--- config.mk ---
export PLATFORM = sky130hd
export DESIGN_NAME = wb_stage_flat
export DESIGN_NICKNAME = d
export VERILOG_FILES = /design/src/rtl/wb_stage_if.sv /design/src/rtl/wb_stage.sv /design/src/flat_wrapper.sv
export SDC_FILE = /design/constraint.sdc
export NUM_CORES = 1
export LEC_CHECK = 0
export ABC_AREA = 1
export ABC_CLOCK_PERIOD_IN_PS = 2000
export CORE_MARGIN = 2
export CORE_UTILIZATION = 46
export CTS_CLUSTER_DIAMETER = 50
export DETAILED_ROUTE_END_ITERATION = 10
export GPL_TIMING_DRIVEN = 0
export PLACE_DENSITY = 0.82
export SYNTH_ARGS = -nofsm -noshare
export SYNTH_HDL_FRONTEND = slang
export SYNTH_SLANG_ARGS = --single-unit
export TNS_END_PERCENT = 10
--- constraint.sdc ---
create_clock -name clk -period 2 [get_ports clk]
set_input_delay 0.2 -clock clk [delete_from_list [all_inputs] [get_ports clk]]
set_output_delay 0.2 -clock clk [all_outputs]
set_load 0.005 [all_outputs]
--- src/rtl/wb_stage_if.sv ---
// Writeback stage bus bundle: memory-stage handshake, load response, register-file write port.
// Forwarding signals exist only when WB_FWD_EN is defined.
interface wb_stage_if #(
  parameter int unsigned XLEN  = 32,
  parameter int unsigned CNT_W = 32
);
  logic             valid_i;
  logic             ready_o;
  logic             reg_write_i;
  logic [4:0]       rd_i;
  logic [1:0]       result_src_i;
  logic [2:0]       funct3_i;
  logic [XLEN-1:0]  alu_result_i;
  logic [XLEN-1:0]  pc_plus4_i;
  logic             mem_rsp_valid_i;
  logic [XLEN-1:0]  mem_rsp_data_i;
  logic             we_o;
  logic [4:0]       waddr_o;
  logic [XLEN-1:0]  wdata_o;
  logic [CNT_W-1:0] instret_o;
`ifdef WB_FWD_EN
  logic             fwd_valid_o;
  logic [4:0]       fwd_rd_o;
  logic [XLEN-1:0]  fwd_data_o;
`endif

  modport slave (
    input  valid_i, reg_write_i, rd_i, result_src_i, funct3_i,
           alu_result_i, pc_plus4_i, mem_rsp_valid_i, mem_rsp_data_i,
`ifdef WB_FWD_EN
    output fwd_valid_o, fwd_rd_o, fwd_data_o,
`endif
    output ready_o, we_o, waddr_o, wdata_o, instret_o
  );

  modport master (
    output valid_i, reg_write_i, rd_i, result_src_i, funct3_i,
           alu_result_i, pc_plus4_i, mem_rsp_valid_i, mem_rsp_data_i,
`ifdef WB_FWD_EN
    input  fwd_valid_o, fwd_rd_o, fwd_data_o,
`endif
    input  ready_o, we_o, waddr_o, wdata_o, instret_o
  );
endinterface

--- src/rtl/wb_stage.sv ---
// RV32I writeback stage: holds loads until response, extends load data, drives the regfile port.
// Optional same-cycle bypass outputs enabled by defining WB_FWD_EN.
module wb_stage #(
  parameter int unsigned XLEN  = 32,
  parameter int unsigned CNT_W = 32
) (
  input  logic     clk,
  input  logic     rst,
  wb_stage_if.slave bus
);
  localparam logic [1:0] SRC_ALU  = 2'b00;
  localparam logic [1:0] SRC_LOAD = 2'b01;
  localparam logic [1:0] SRC_PC4  = 2'b10;

  typedef enum logic [1:0] {S_IDLE, S_HOLD, S_WAIT_LOAD} state_t;

  state_t           r_state;
  state_t           w_state_nxt;
  logic             r_reg_write;
  logic [4:0]       r_rd;
  logic [1:0]       r_src;
  logic [2:0]       r_funct3;
  logic [1:0]       r_off;
  logic [XLEN-1:0]  r_val;
  logic [CNT_W-1:0] r_instret;

  logic             w_ready;
  logic             w_we;
  logic             w_done;
  logic             w_accept;
  logic [7:0]       w_byte;
  logic [15:0]      w_half;
  logic [XLEN-1:0]  w_load;
  logic [XLEN-1:0]  w_wdata;

  assign w_accept = bus.valid_i & w_ready;

  always_ff @(posedge clk or negedge rst) begin
    if (!rst) r_state <= S_IDLE;
    else      r_state <= w_state_nxt;
  end

  always_comb begin
    w_state_nxt = r_state;
    if (w_accept) begin
      w_state_nxt = (bus.result_src_i == SRC_LOAD) ? S_WAIT_LOAD : S_HOLD;
    end else begin
      case (r_state)
        S_HOLD:      w_state_nxt = S_IDLE;
        S_WAIT_LOAD: if (bus.mem_rsp_valid_i) w_state_nxt = S_IDLE;
        default:     w_state_nxt = r_state;
      endcase
    end
  end

  // A completing load frees the stage in the same cycle, allowing a back-to-back accept.
  always_comb begin
    w_ready = 1'b1;
    w_done  = 1'b0;
    w_we    = 1'b0;
    case (r_state)
      S_HOLD: begin
        w_done = 1'b1;
        w_we   = r_reg_write & (|r_rd);
      end
      S_WAIT_LOAD: begin
        w_ready = bus.mem_rsp_valid_i;
        w_done  = bus.mem_rsp_valid_i;
        w_we    = r_reg_write & (|r_rd) & bus.mem_rsp_valid_i;
      end
      default: ;
    endcase
  end

  always_ff @(posedge clk or negedge rst) begin
    if (!rst) begin
      r_reg_write <= 1'b0;
      r_rd        <= '0;
      r_src       <= SRC_ALU;
      r_funct3    <= '0;
      r_off       <= '0;
      r_val       <= '0;
    end else if (w_accept) begin
      r_reg_write <= bus.reg_write_i;
      r_rd        <= bus.rd_i;
      r_src       <= bus.result_src_i;
      r_funct3    <= bus.funct3_i;
      r_off       <= bus.alu_result_i[1:0];
      r_val       <= (bus.result_src_i == SRC_PC4) ? bus.pc_plus4_i : bus.alu_result_i;
    end
  end

  always_ff @(posedge clk or negedge rst) begin
    if (!rst)        r_instret <= '0;
    else if (w_done) r_instret <= r_instret + CNT_W'(1);
  end

  // Lane selection from the captured address offset, then sign/zero extension by funct3.
  always_comb begin
    w_byte = 8'(bus.mem_rsp_data_i >> {r_off, 3'b000});
    w_half = 16'(bus.mem_rsp_data_i >> {r_off[1], 4'b0000});
    case (r_funct3)
      3'b000:  w_load = {{(XLEN-8){w_byte[7]}}, w_byte};
      3'b100:  w_load = {{(XLEN-8){1'b0}}, w_byte};
      3'b001:  w_load = {{(XLEN-16){w_half[15]}}, w_half};
      3'b101:  w_load = {{(XLEN-16){1'b0}}, w_half};
      default: w_load = bus.mem_rsp_data_i;
    endcase
  end

  always_comb begin
    case (r_src)
      SRC_ALU, SRC_PC4: w_wdata = r_val;
      SRC_LOAD:         w_wdata = w_load;
      default:          w_wdata = '0;
    endcase
  end

  assign bus.ready_o   = w_ready;
  assign bus.we_o      = w_we;
  assign bus.waddr_o   = r_rd;
  assign bus.wdata_o   = w_wdata;
  assign bus.instret_o = r_instret;

`ifdef WB_FWD_EN
  assign bus.fwd_valid_o = w_we;
  assign bus.fwd_rd_o    = r_rd;
  assign bus.fwd_data_o  = w_wdata;
`endif
endmodule

--- src/flat_wrapper.sv ---
// flat-port wrapper written by rule: the top's interface ports become plain ports
module wb_stage_flat 
#(
  parameter int unsigned XLEN  = 32,
  parameter int unsigned CNT_W = 32
)
  (clk, rst, bus_valid_i, bus_reg_write_i, bus_rd_i, bus_result_src_i, bus_funct3_i, bus_alu_result_i, bus_pc_plus4_i, bus_mem_rsp_valid_i, bus_mem_rsp_data_i, bus_ready_o, bus_we_o, bus_waddr_o, bus_wdata_o, bus_instret_o);
  wb_stage_if #(.XLEN(XLEN), .CNT_W(CNT_W)) bus_i ();
  input  logic clk;
  input  logic rst;
  input wire logic [$bits(bus_i.valid_i)-1:0] bus_valid_i;
  input wire logic [$bits(bus_i.reg_write_i)-1:0] bus_reg_write_i;
  input wire logic [$bits(bus_i.rd_i)-1:0] bus_rd_i;
  input wire logic [$bits(bus_i.result_src_i)-1:0] bus_result_src_i;
  input wire logic [$bits(bus_i.funct3_i)-1:0] bus_funct3_i;
  input wire logic [$bits(bus_i.alu_result_i)-1:0] bus_alu_result_i;
  input wire logic [$bits(bus_i.pc_plus4_i)-1:0] bus_pc_plus4_i;
  input wire logic [$bits(bus_i.mem_rsp_valid_i)-1:0] bus_mem_rsp_valid_i;
  input wire logic [$bits(bus_i.mem_rsp_data_i)-1:0] bus_mem_rsp_data_i;
  output wire logic [$bits(bus_i.ready_o)-1:0] bus_ready_o;
  output wire logic [$bits(bus_i.we_o)-1:0] bus_we_o;
  output wire logic [$bits(bus_i.waddr_o)-1:0] bus_waddr_o;
  output wire logic [$bits(bus_i.wdata_o)-1:0] bus_wdata_o;
  output wire logic [$bits(bus_i.instret_o)-1:0] bus_instret_o;
  assign bus_i.valid_i = bus_valid_i;
  assign bus_i.reg_write_i = bus_reg_write_i;
  assign bus_i.rd_i = bus_rd_i;
  assign bus_i.result_src_i = bus_result_src_i;
  assign bus_i.funct3_i = bus_funct3_i;
  assign bus_i.alu_result_i = bus_alu_result_i;
  assign bus_i.pc_plus4_i = bus_pc_plus4_i;
  assign bus_i.mem_rsp_valid_i = bus_mem_rsp_valid_i;
  assign bus_i.mem_rsp_data_i = bus_mem_rsp_data_i;
  assign bus_ready_o = bus_i.ready_o;
  assign bus_we_o = bus_i.we_o;
  assign bus_waddr_o = bus_i.waddr_o;
  assign bus_wdata_o = bus_i.wdata_o;
  assign bus_instret_o = bus_i.instret_o;
  wb_stage #(.XLEN(XLEN), .CNT_W(CNT_W)) u_core (.clk(clk), .rst(rst), .bus(bus_i));
endmodule
==> results of run 1 <==
==> state kept, by name, indices dropped and copies added, names as in the netlist <==
name and flops:
u_core.bus.waddr_o 5, u_core.r_state 2, u_core.r_reg_write 1, u_core.r_funct3 3
u_core.r_off 2, u_core.bus.instret_o 32, u_core.r_src 2, u_core.r_val 32
==> per-stage QoR <==
step	hold WS (ns)	setup slack, ns	cells
3_3_place_gp	0.464	-2.21	1086
2_1_floorplan	-0.0956	0.504	765
5_1_grt	0.338	-0.154	1117
4_1_cts	0.327	-0.175	1117
6_report	0.333	-0.0644	1117
3_5_place_dp	0.175	-0.322	1087
==> metal layers <==
layer / global-route usage (%) / share of wire (%) / vias up
met5: 0 / 0.057 / -
met3: 6.16 / 9.3 / 40
met4: 10.6 / 3.2 / 2
met2: 47.8 / 45 / 264
li1: - / - / 2843
met1: 39.9 / 42 / 2643
==> layout make-up <==
cell class	instances	area [µm²]
sequential	79	1980
multi-input combinational	580	2770
inverter	77	292
buffer	28	173
tap	140	175
clock buffer	9	124
clock inverter	7	77.6
fill	960	3360
timing repair buffer	197	1840
==> cell usage after synthesis <==
cell type                  instances
sky130_fd_sc_hd__a21oi_1          20
sky130_fd_sc_hd__nand4_1           8
sky130_fd_sc_hd__buf_8             1
sky130_fd_sc_hd__a31oi_1           1
sky130_fd_sc_hd__nand3_1          17
sky130_fd_sc_hd__dfrtp_1          79
sky130_fd_sc_hd__nand3b_1          2
sky130_fd_sc_hd__nand2_4           2
sky130_fd_sc_hd__inv_1            73
sky130_fd_sc_hd__nand3_2           4
sky130_fd_sc_hd__xnor2_1          11
sky130_fd_sc_hd__buf_4             1
sky130_fd_sc_hd__nor2_1          117
sky130_fd_sc_hd__xor2_1            5
sky130_fd_sc_hd__inv_2             4
sky130_fd_sc_hd__buf_2            10
sky130_fd_sc_hd__a21oi_4           1
sky130_fd_sc_hd__nand2_1         253
sky130_fd_sc_hd__and3_1            1
sky130_fd_sc_hd__clkbuf_1         15
sky130_fd_sc_hd__o22ai_1          11
sky130_fd_sc_hd__o21ai_2           2
sky130_fd_sc_hd__nor3_2            1
sky130_fd_sc_hd__nand2_2           1
sky130_fd_sc_hd__nand4_2           1
sky130_fd_sc_hd__nor2_4            4
sky130_fd_sc_hd__nor2_2            7
sky130_fd_sc_hd__nor3_1            5
sky130_fd_sc_hd__o21ai_0          95
sky130_fd_sc_hd__nor3b_1           2
sky130_fd_sc_hd__o21ai_1           4
sky130_fd_sc_hd__buf_6             2
sky130_fd_sc_hd__ha_1              3
sky130_fd_sc_hd__o211ai_1          2
==> how the worst max path moves through the flow <==
| stage | depth (start not counted) | from | endpoint | slack [ns] |
|---|---|---|---|---|
| detailed placement | 11 | bus_mem_rsp_data_i[23] | bus_wdata_o[21] | -0.32 |
| CTS | 10 | u_core.r_off[1] | bus_wdata_o[27] | -0.18 |
| finish | 10 | u_core.r_funct3[1] | bus_wdata_o[15] | -0.06 |
| global route | 11 | u_core.r_off[1] | bus_wdata_o[15] | -0.15 |
| global placement | 1 | rst | u_core.bus.instret_o[21] | -2.21 |
| floorplan | 8 | u_core.r_state[0] | u_core.bus.instret_o[26] | 0.50 |
==> repair_timing <==
action                     4_1_cts  5_1_grt
pin swaps                        9       10
resized for setup              150       36
hold buffers                     1        0
buffers inserted                14        2
hold endpoints to repair        29        0
setup endpoints to repair       33       32
==> cell families (layout without fill, tap and decap cells) <==
family                     Yosys count  count (layout)  share of synthesized area, %
AOI/OAI and AO/OA                  136             136                          14.2
xor gates and xnor gates            16              16                          2.76
adders and majority gates            3               3                         0.739
buffers and inverters              106             318                          8.67
DFF                                 79              79                          38.9
and+or+nand+nor                    425             425                          34.8
==> report_power, final <==
group | total (W) | internal (W) | switching, W
Sequential | 0.00189 | 0.00176 | 0.000131
Clock | 0.00126 | 0.000595 | 0.000664
Combinational | 0.00165 | 0.000781 | 0.000865
Total | 0.00480 | 0.00314 | 0.00166
==> metrics.txt, run 1 <==
Overflow after GRT 0; number of antenna violations at the first check in global routing 1; via density per instance 5.19; unrepaired setup endpoints after global routing yes; number of remaining DRC errors 0; Area Overhead vs Synth 46.4%; antenna diode count 0; worst path required time 1.80 ns; total chip power 0.00480 W; floorplan die area 11900 µm²; worst-case headroom to the max-slew limit 62.0%; io pins 182; cell types with the largest area share after synthesis sky130_fd_sc_hd__dfrtp_1 39%, sky130_fd_sc_hd__nand2_1 19%, sky130_fd_sc_hd__o21ai_0 9.4%; maximum operating frequency 484 MHz; layout cells sized above 1 13.7%; via count of the first global-routing pass 5441; slowest CP cell sky130_fd_sc_hd__dfrtp_2; Synth area leader sky130_fd_sc_hd__dfrtp_1; crit path setup slack, layout -0.0644 ns; post-synthesis cell area 5080 µm²; final estimated routing congestion in global placement 0.946; MaxCap Viol Count 0; number of routed nets with antenna violations 0; instance count of the mapped netlist 765; number of register bits inferred by synthesis 79; highest ir drop seen on vdd 328 µV; worst flop-to-flop path startpoint u_core.r_state[0]; setup violation total in the final timing report 19; clock net sink count 79; sequential cell area fraction in the yosys report 38.9%; TNS Setup -0.332 ns; HPWL after DPL 13.4 mm; maximum clock skew at final layout 0.0128 ns; kind of critical path reg -> out; drt total wl 17.6 mm; Vias 5792; number of nets in the layout 1086; share of the clock period used by the worst path after layout 103%; clock tree from TritonCTS done; worst reg2reg path endpoint u_core.bus.instret_o[26]; most common cell after layout, fill and taps aside sky130_fd_sc_hd__nand2_1; GRT Util Overall 29.8%; number of core rows 38; global-route wire length before repair 27.3 mm; end-of-flow core utilization 68.9%; Clock Latency Late Sink 0.35 ns; Yosys Warn Count 0; clock transition at the registers of the reported paths 0.09 ns; final hold violation count 0; vertical die dimension 109 µm; number of clock buffers inserted by TritonCTS 9; Worst Path Buf+Inv 4; Unique masters post-synth 34; core region area 10800 µm²; failing checks negative setup slack; worst path arrival time 1.86 ns; leading cell types in the layout, fill and taps excluded 235 x sky130_fd_sc_hd__nand2_1, 147 x sky130_fd_sc_hd__clkdlybuf4s50_1, 115 x sky130_fd_sc_hd__nor2_1; detailed-routing iteration count for the pre-antenna-repair pass 5; Die Width 109 µm; H-tree levels 3; leakage power of the design 3.50 nW; placement-stage cell area 7090 µm²; setup slack of the most critical reg-to-reg path 0.22 ns; actual transition at the worst max-transition pin 0.570 ns; number of input and output port buffers inserted 181; top fanout value on the critical path 8; Pwr per Cell Area 646 nW/µm²; per-cell routed wire length 15.8 µm; buffer type at the clock tree root sky130_fd_sc_hd__clkbuf_8; min Tclk post-route 2.06 ns; fraction of synthesized cell area taken by the top area cell type 38.9%; number of pins with negative max-slew slack in the final report 0; crit-path cells nor2_2 > inv_2 > nor2_2 > nand2_4 > buf_6 > buf_6 > nand2_2 > nand2_2 > nand2_1 > buf_2; CTS Buffer Depth 2; family with the most delay on the worst path simple AND/OR/NAND/NOR gates; maximum single-stage delay on the critical path 0.46 ns; crit path capture type output port; synthesized area per cell 6.64 µm²; R2R cell count 10; DR iter-0 viols 446; total non-filler cell area in the finished layout 7440 µm²; Hold Crit Class in -> async; initial cell density of the core 47.1%; Startpoint Class flip-flop; run status complete, but fails checks; largest net degree at the start of global routing 51; synthesized netlist net count 879
Note: power is estimated with default switching activity, not from simulation.
==> run 2, diff against run 1 <==
Settings changed: ABC_AREA 1 to 0, CAP_MARGIN set to 30, CELL_PAD_IN_SITES_DETAIL_PLACEMENT set to 1, CELL_PAD_IN_SITES_GLOBAL_PLACEMENT set to 1, CORE_UTILIZATION 46 to 32, PLACE_DENSITY 0.82 to unset, PLACE_DENSITY_LB_ADDON set to 0.1.
==> run 2 against run 1 <==
  * The flow still finishes with violations (negative setup slack)
  * Total power increased by 4.6%
  * Via count decreased by 23%
  * Combinational power decreased by 4%
  * Die area increased by 25%
  * Hold slack got worse by 0.091 ns
  * Final cell count decreased by 22%
  * Critical path depth decreased by 2
  * Non-clock buffer count increased by 7
  * Highest routed layer is now met4
==> metrics.txt, run 2 <==
run status complete, but fails checks; failing checks negative setup slack; vertical die dimension 122 µm (+12%); fraction of synthesized cell area taken by the top area cell type 44.3% (+5.4 points); floorplan die area 14900 µm² (+25%); number of nets in the layout 795 (-27%); Vias 4456 (-23%); internal power summed over all cells 0.00350 W (+11%); slowest CP cell sky130_fd_sc_hd__mux4_2; number of core rows 43 (+13%); actual transition at the worst max-transition pin 0.611 ns (+0.0407 ns); final hold violation count 0 (unchanged); leading cell types in the layout, fill and taps excluded 150 x sky130_fd_sc_hd__clkdlybuf4s50_1, 78 x sky130_fd_sc_hd__dfrtp_1, 49 x sky130_fd_sc_hd__nand2_1; detailed-routing iteration count for the pre-antenna-repair pass 4 (-1); net switching fraction of the power 30.4% (-4.2 points); Pwr per Cell Area 711 nW/µm² (+10%); Flop pwr share 38.2% (-1.3 points); global-route wire length before repair 25.2 mm (-7.5%); number of remaining DRC errors 0 (unchanged); worst path required time 1.80 ns (about the same); drt total wl 16.3 mm (-7.7%); number of input and output port buffers inserted 181 (unchanged); worst-case headroom to the max-slew limit 59.0% (-3.0 points); clock transition at the registers of the reported paths 0.06 ns (-0.03 ns); clock tree from TritonCTS done; io pins 182 (unchanged); sequential cell area fraction in the yosys report 44.3% (+5.4 points); CTS Buffer Depth 2 (unchanged); maximum single-stage delay on the critical path 0.52 ns (+0.06 ns); synthesized netlist net count 583 (-34%); initial cell density of the core 32.5% (-15 points); Worst Path Buf+Inv 4 (unchanged); CP endpoint bus_wdata_o[19]; Synth area leader sky130_fd_sc_hd__dfrtp_1; cell types with the largest area share after synthesis sky130_fd_sc_hd__dfrtp_1 44%, sky130_fd_sc_hd__mux2i_1 8.5%, sky130_fd_sc_hd__o21ai_0 5.1%; instance count of the mapped netlist 469 (-39%); Hold Crit Class in -> async; most common cell after layout, fill and taps aside sky130_fd_sc_hd__clkdlybuf4s50_1; layout cells sized above 1 17.8% (+4.1 points); TNS Setup -8.79 ns (-8.46 ns); worst reg2reg path endpoint u_core.r_funct3[1]; Worst setup startpoint u_core.r_off[1]; largest net degree at the start of global routing 71 (+39%); number of antenna violations at the first check in global routing 0 (-1); family with the most delay on the worst path buffers and inverters; crit path capture type output port; crit path setup slack, layout -0.406 ns (-0.342 ns); via density per instance 5.15 (-0.77%); via count of the first global-routing pass 4743 (-13%); kind of critical path reg -> out; setup violation total in the final timing report 29 (+10); Net Sw Power 0.00153 W (-8.0%); Area Overhead vs Synth 58.5%; number of clock buffers inserted by TritonCTS 9 (unchanged); cell seen most often among critical-path stages sky130_fd_sc_hd__buf_6; crit-path cells buf_6 > mux4_2 > nor3b_4 > o21ai_4 > buf_6 > buf_8 > o22ai_2 > buf_2; final estimated routing congestion in global placement 0.891 (-5.9%); antenna diode count 0 (unchanged); H-tree levels 3 (unchanged); setup slack of the most critical reg-to-reg path 0.01 ns (-0.21 ns); dominant synthesized flop cell sky130_fd_sc_hd__dfrtp_1; min Tclk post-route 2.41 ns (+0.342 ns); top fanout value on the critical path 5 (-3); maximum clock skew at final layout 0.00780 ns (-0.00498 ns); Clock Latency Late Sink 0.34 ns (about the same); EDFF count, synth 0 (unchanged); core region area 13700 µm² (+27%); number of non-filler instances in the completed layout 866 (-22%); worst-case hold slack 0.242 ns (-0.0911 ns); Die Width 122 µm (+12%); Startpoint Class flip-flop; Yosys Warn Count 0 (unchanged); ys async rst share 100% (unchanged); leakage power of the design 3.06 nW (-13%); GRT Util Overall 22.1% (-7.7 points); number of pins with negative max-slew slack in the final report 0 (unchanged); share of the clock period used by the worst path after layout 120% (+17 points); end-of-flow core utilization 51.5% (-17 points); Place WS -0.577 ns (-0.255 ns); R2R cell count 6 (-4); worst flop-to-flop path startpoint u_core.r_state[0]; unrepaired setup endpoints after global routing yes; proportion of power drawn by the clock network 30.4% (+4.2 points); number of cells on the critical path 8 (-2); maximum operating frequency 416 MHz (-14%); clock net sink count 79 (unchanged); most common library cells after synthesis 79 x sky130_fd_sc_hd__dfrtp_1, 49 x sky130_fd_sc_hd__nand2_1, 45 x sky130_fd_sc_hd__o21ai_0; HPWL after DPL 12.1 mm (-10%); worst path arrival time 2.21 ns (+0.35 ns); part of the total power dissipated in combinational logic 31.5% (-2.8 points); buffer type at the clock tree root sky130_fd_sc_hd__clkbuf_16; number of routed nets with antenna violations 0 (unchanged); MaxCap Viol Count 0 (unchanged); highest ir drop seen on vdd 532 µV (+62%); most frequent cell after synthesis sky130_fd_sc_hd__dfrtp_1; post-synthesis cell area 4460 µm² (-12%); number of register bits inferred by synthesis 79 (unchanged); cell count after placement 831 (-24%); per-cell routed wire length 18.8 µm (+19%); synthesized area per cell 9.51 µm² (+43%); Overflow after GRT 0 (unchanged); DR iter-0 viols 241 (-46%); Unique masters post-synth 39 (+15%)
==> run 2: changes by cell type after synthesis, sizes merged, moves of 15 or more <==
cell | before | now
nand2 | 256 | 49
nor2 | 128 | 9
o21ai | 101 | 46
inv | 77 | 32
mux2i | 0 | 38
o22ai | 11 | 31
mux2 | 0 | 15
==> run 2: logic make-up (layout without fill, tap and decap cells) <==
group	Yosys count	in the layout	share of synthesized area [%]
AO/OA/AOI/OAI	109	109	14.4
XOR/XNOR	31	31	6.09
adder cells (fa/ha/maj)	3	3	0.842
buffers and inverters	63	280	5.98
flip-flops	79	79	44.3
multiplexers	55	55	13.3
AND/OR/NAND/NOR	129	129	15.0
==> run 2: area by class of cell <==
cell class                      instances  area [µm²]
Sequential cell                        79        1980
Inverter                               32         124
Multi-Input combinational cell        327        2380
Clock inverter                          3        18.8
Buffer                                 28         174
Fill cell                            1577        6650
Tap cell                              180         225
Clock buffer                           13         250
Timing Repair Buffer                  204        1910
==> run 2: power groups by stage <==
stage	registers (W)	clock network, W	logic (W)
CTS	0.00191	0.00157	0.00151
global placement	0.00192	0	0.00144
detailed placement	0.00194	0	0.00148
floorplan	0.00191	0	0.000643
finish	0.00192	0.00152	0.00158
global route	0.00195	0.00164	0.00173
==> run 2: metrics by stage <==
step           power, W  area, µm²
2_1_floorplan   0.00255       4460
3_3_place_gp    0.00336       6500
3_5_place_dp    0.00342       6520
4_1_cts         0.00499       6930
5_1_grt         0.00531       7070
6_report        0.00502       7070
==> run 2: what timing repair did <==
action,in CTS,in global routing
gates cloned,1,0
hold endpoints to repair,9,0
setup endpoints to repair,69,78
hold buffers,1,0
setup buffers,14,7
pin swaps,9,13
gates resized for setup,122,39
==> run 2: worst register-to-register path, delay by kind of cell (launching register included) <==
kind | cells | cell delay (ns)
buf+inv | 2 | 0.53
mux | 1 | 0.40
flops | 1 | 0.41
fa+ha+maj | 1 | 0.20
simple gates | 2 | 0.33
==> run 2: routing by layer <==
| layer | track usage, % | vias up | share of wire, % | routed length (µm) |
|---|---|---|---|---|
| li1 | - | 2086 | - | - |
| met1 | 27.7 | 2200 | 42 | 6820 |
| met2 | 38.1 | 150 | 49 | 7980 |
| met3 | 4.87 | 20 | 7.2 | 1180 |
| met4 | 6.32 | 0 | 1.8 | 298 |
| met5 | 0 | - | 0 | 0 |
==> run 2: how the worst min path moves through the flow <==
stage | cells after the start | endpoint | from | slack (ns)
floorplan | 0 | u_core.bus.instret_o[0] | rst | -0.1
global placement | 1 | u_core.bus.instret_o[31] | u_core.bus.instret_o[31] | 0.46
detailed placement | 1 | u_core.r_val[12] | rst | 0.05
CTS | 2 | u_core.r_val[12] | rst | 0.24
global route | 2 | u_core.r_val[12] | rst | 0.26
finish | 2 | u_core.r_val[12] | rst | 0.24
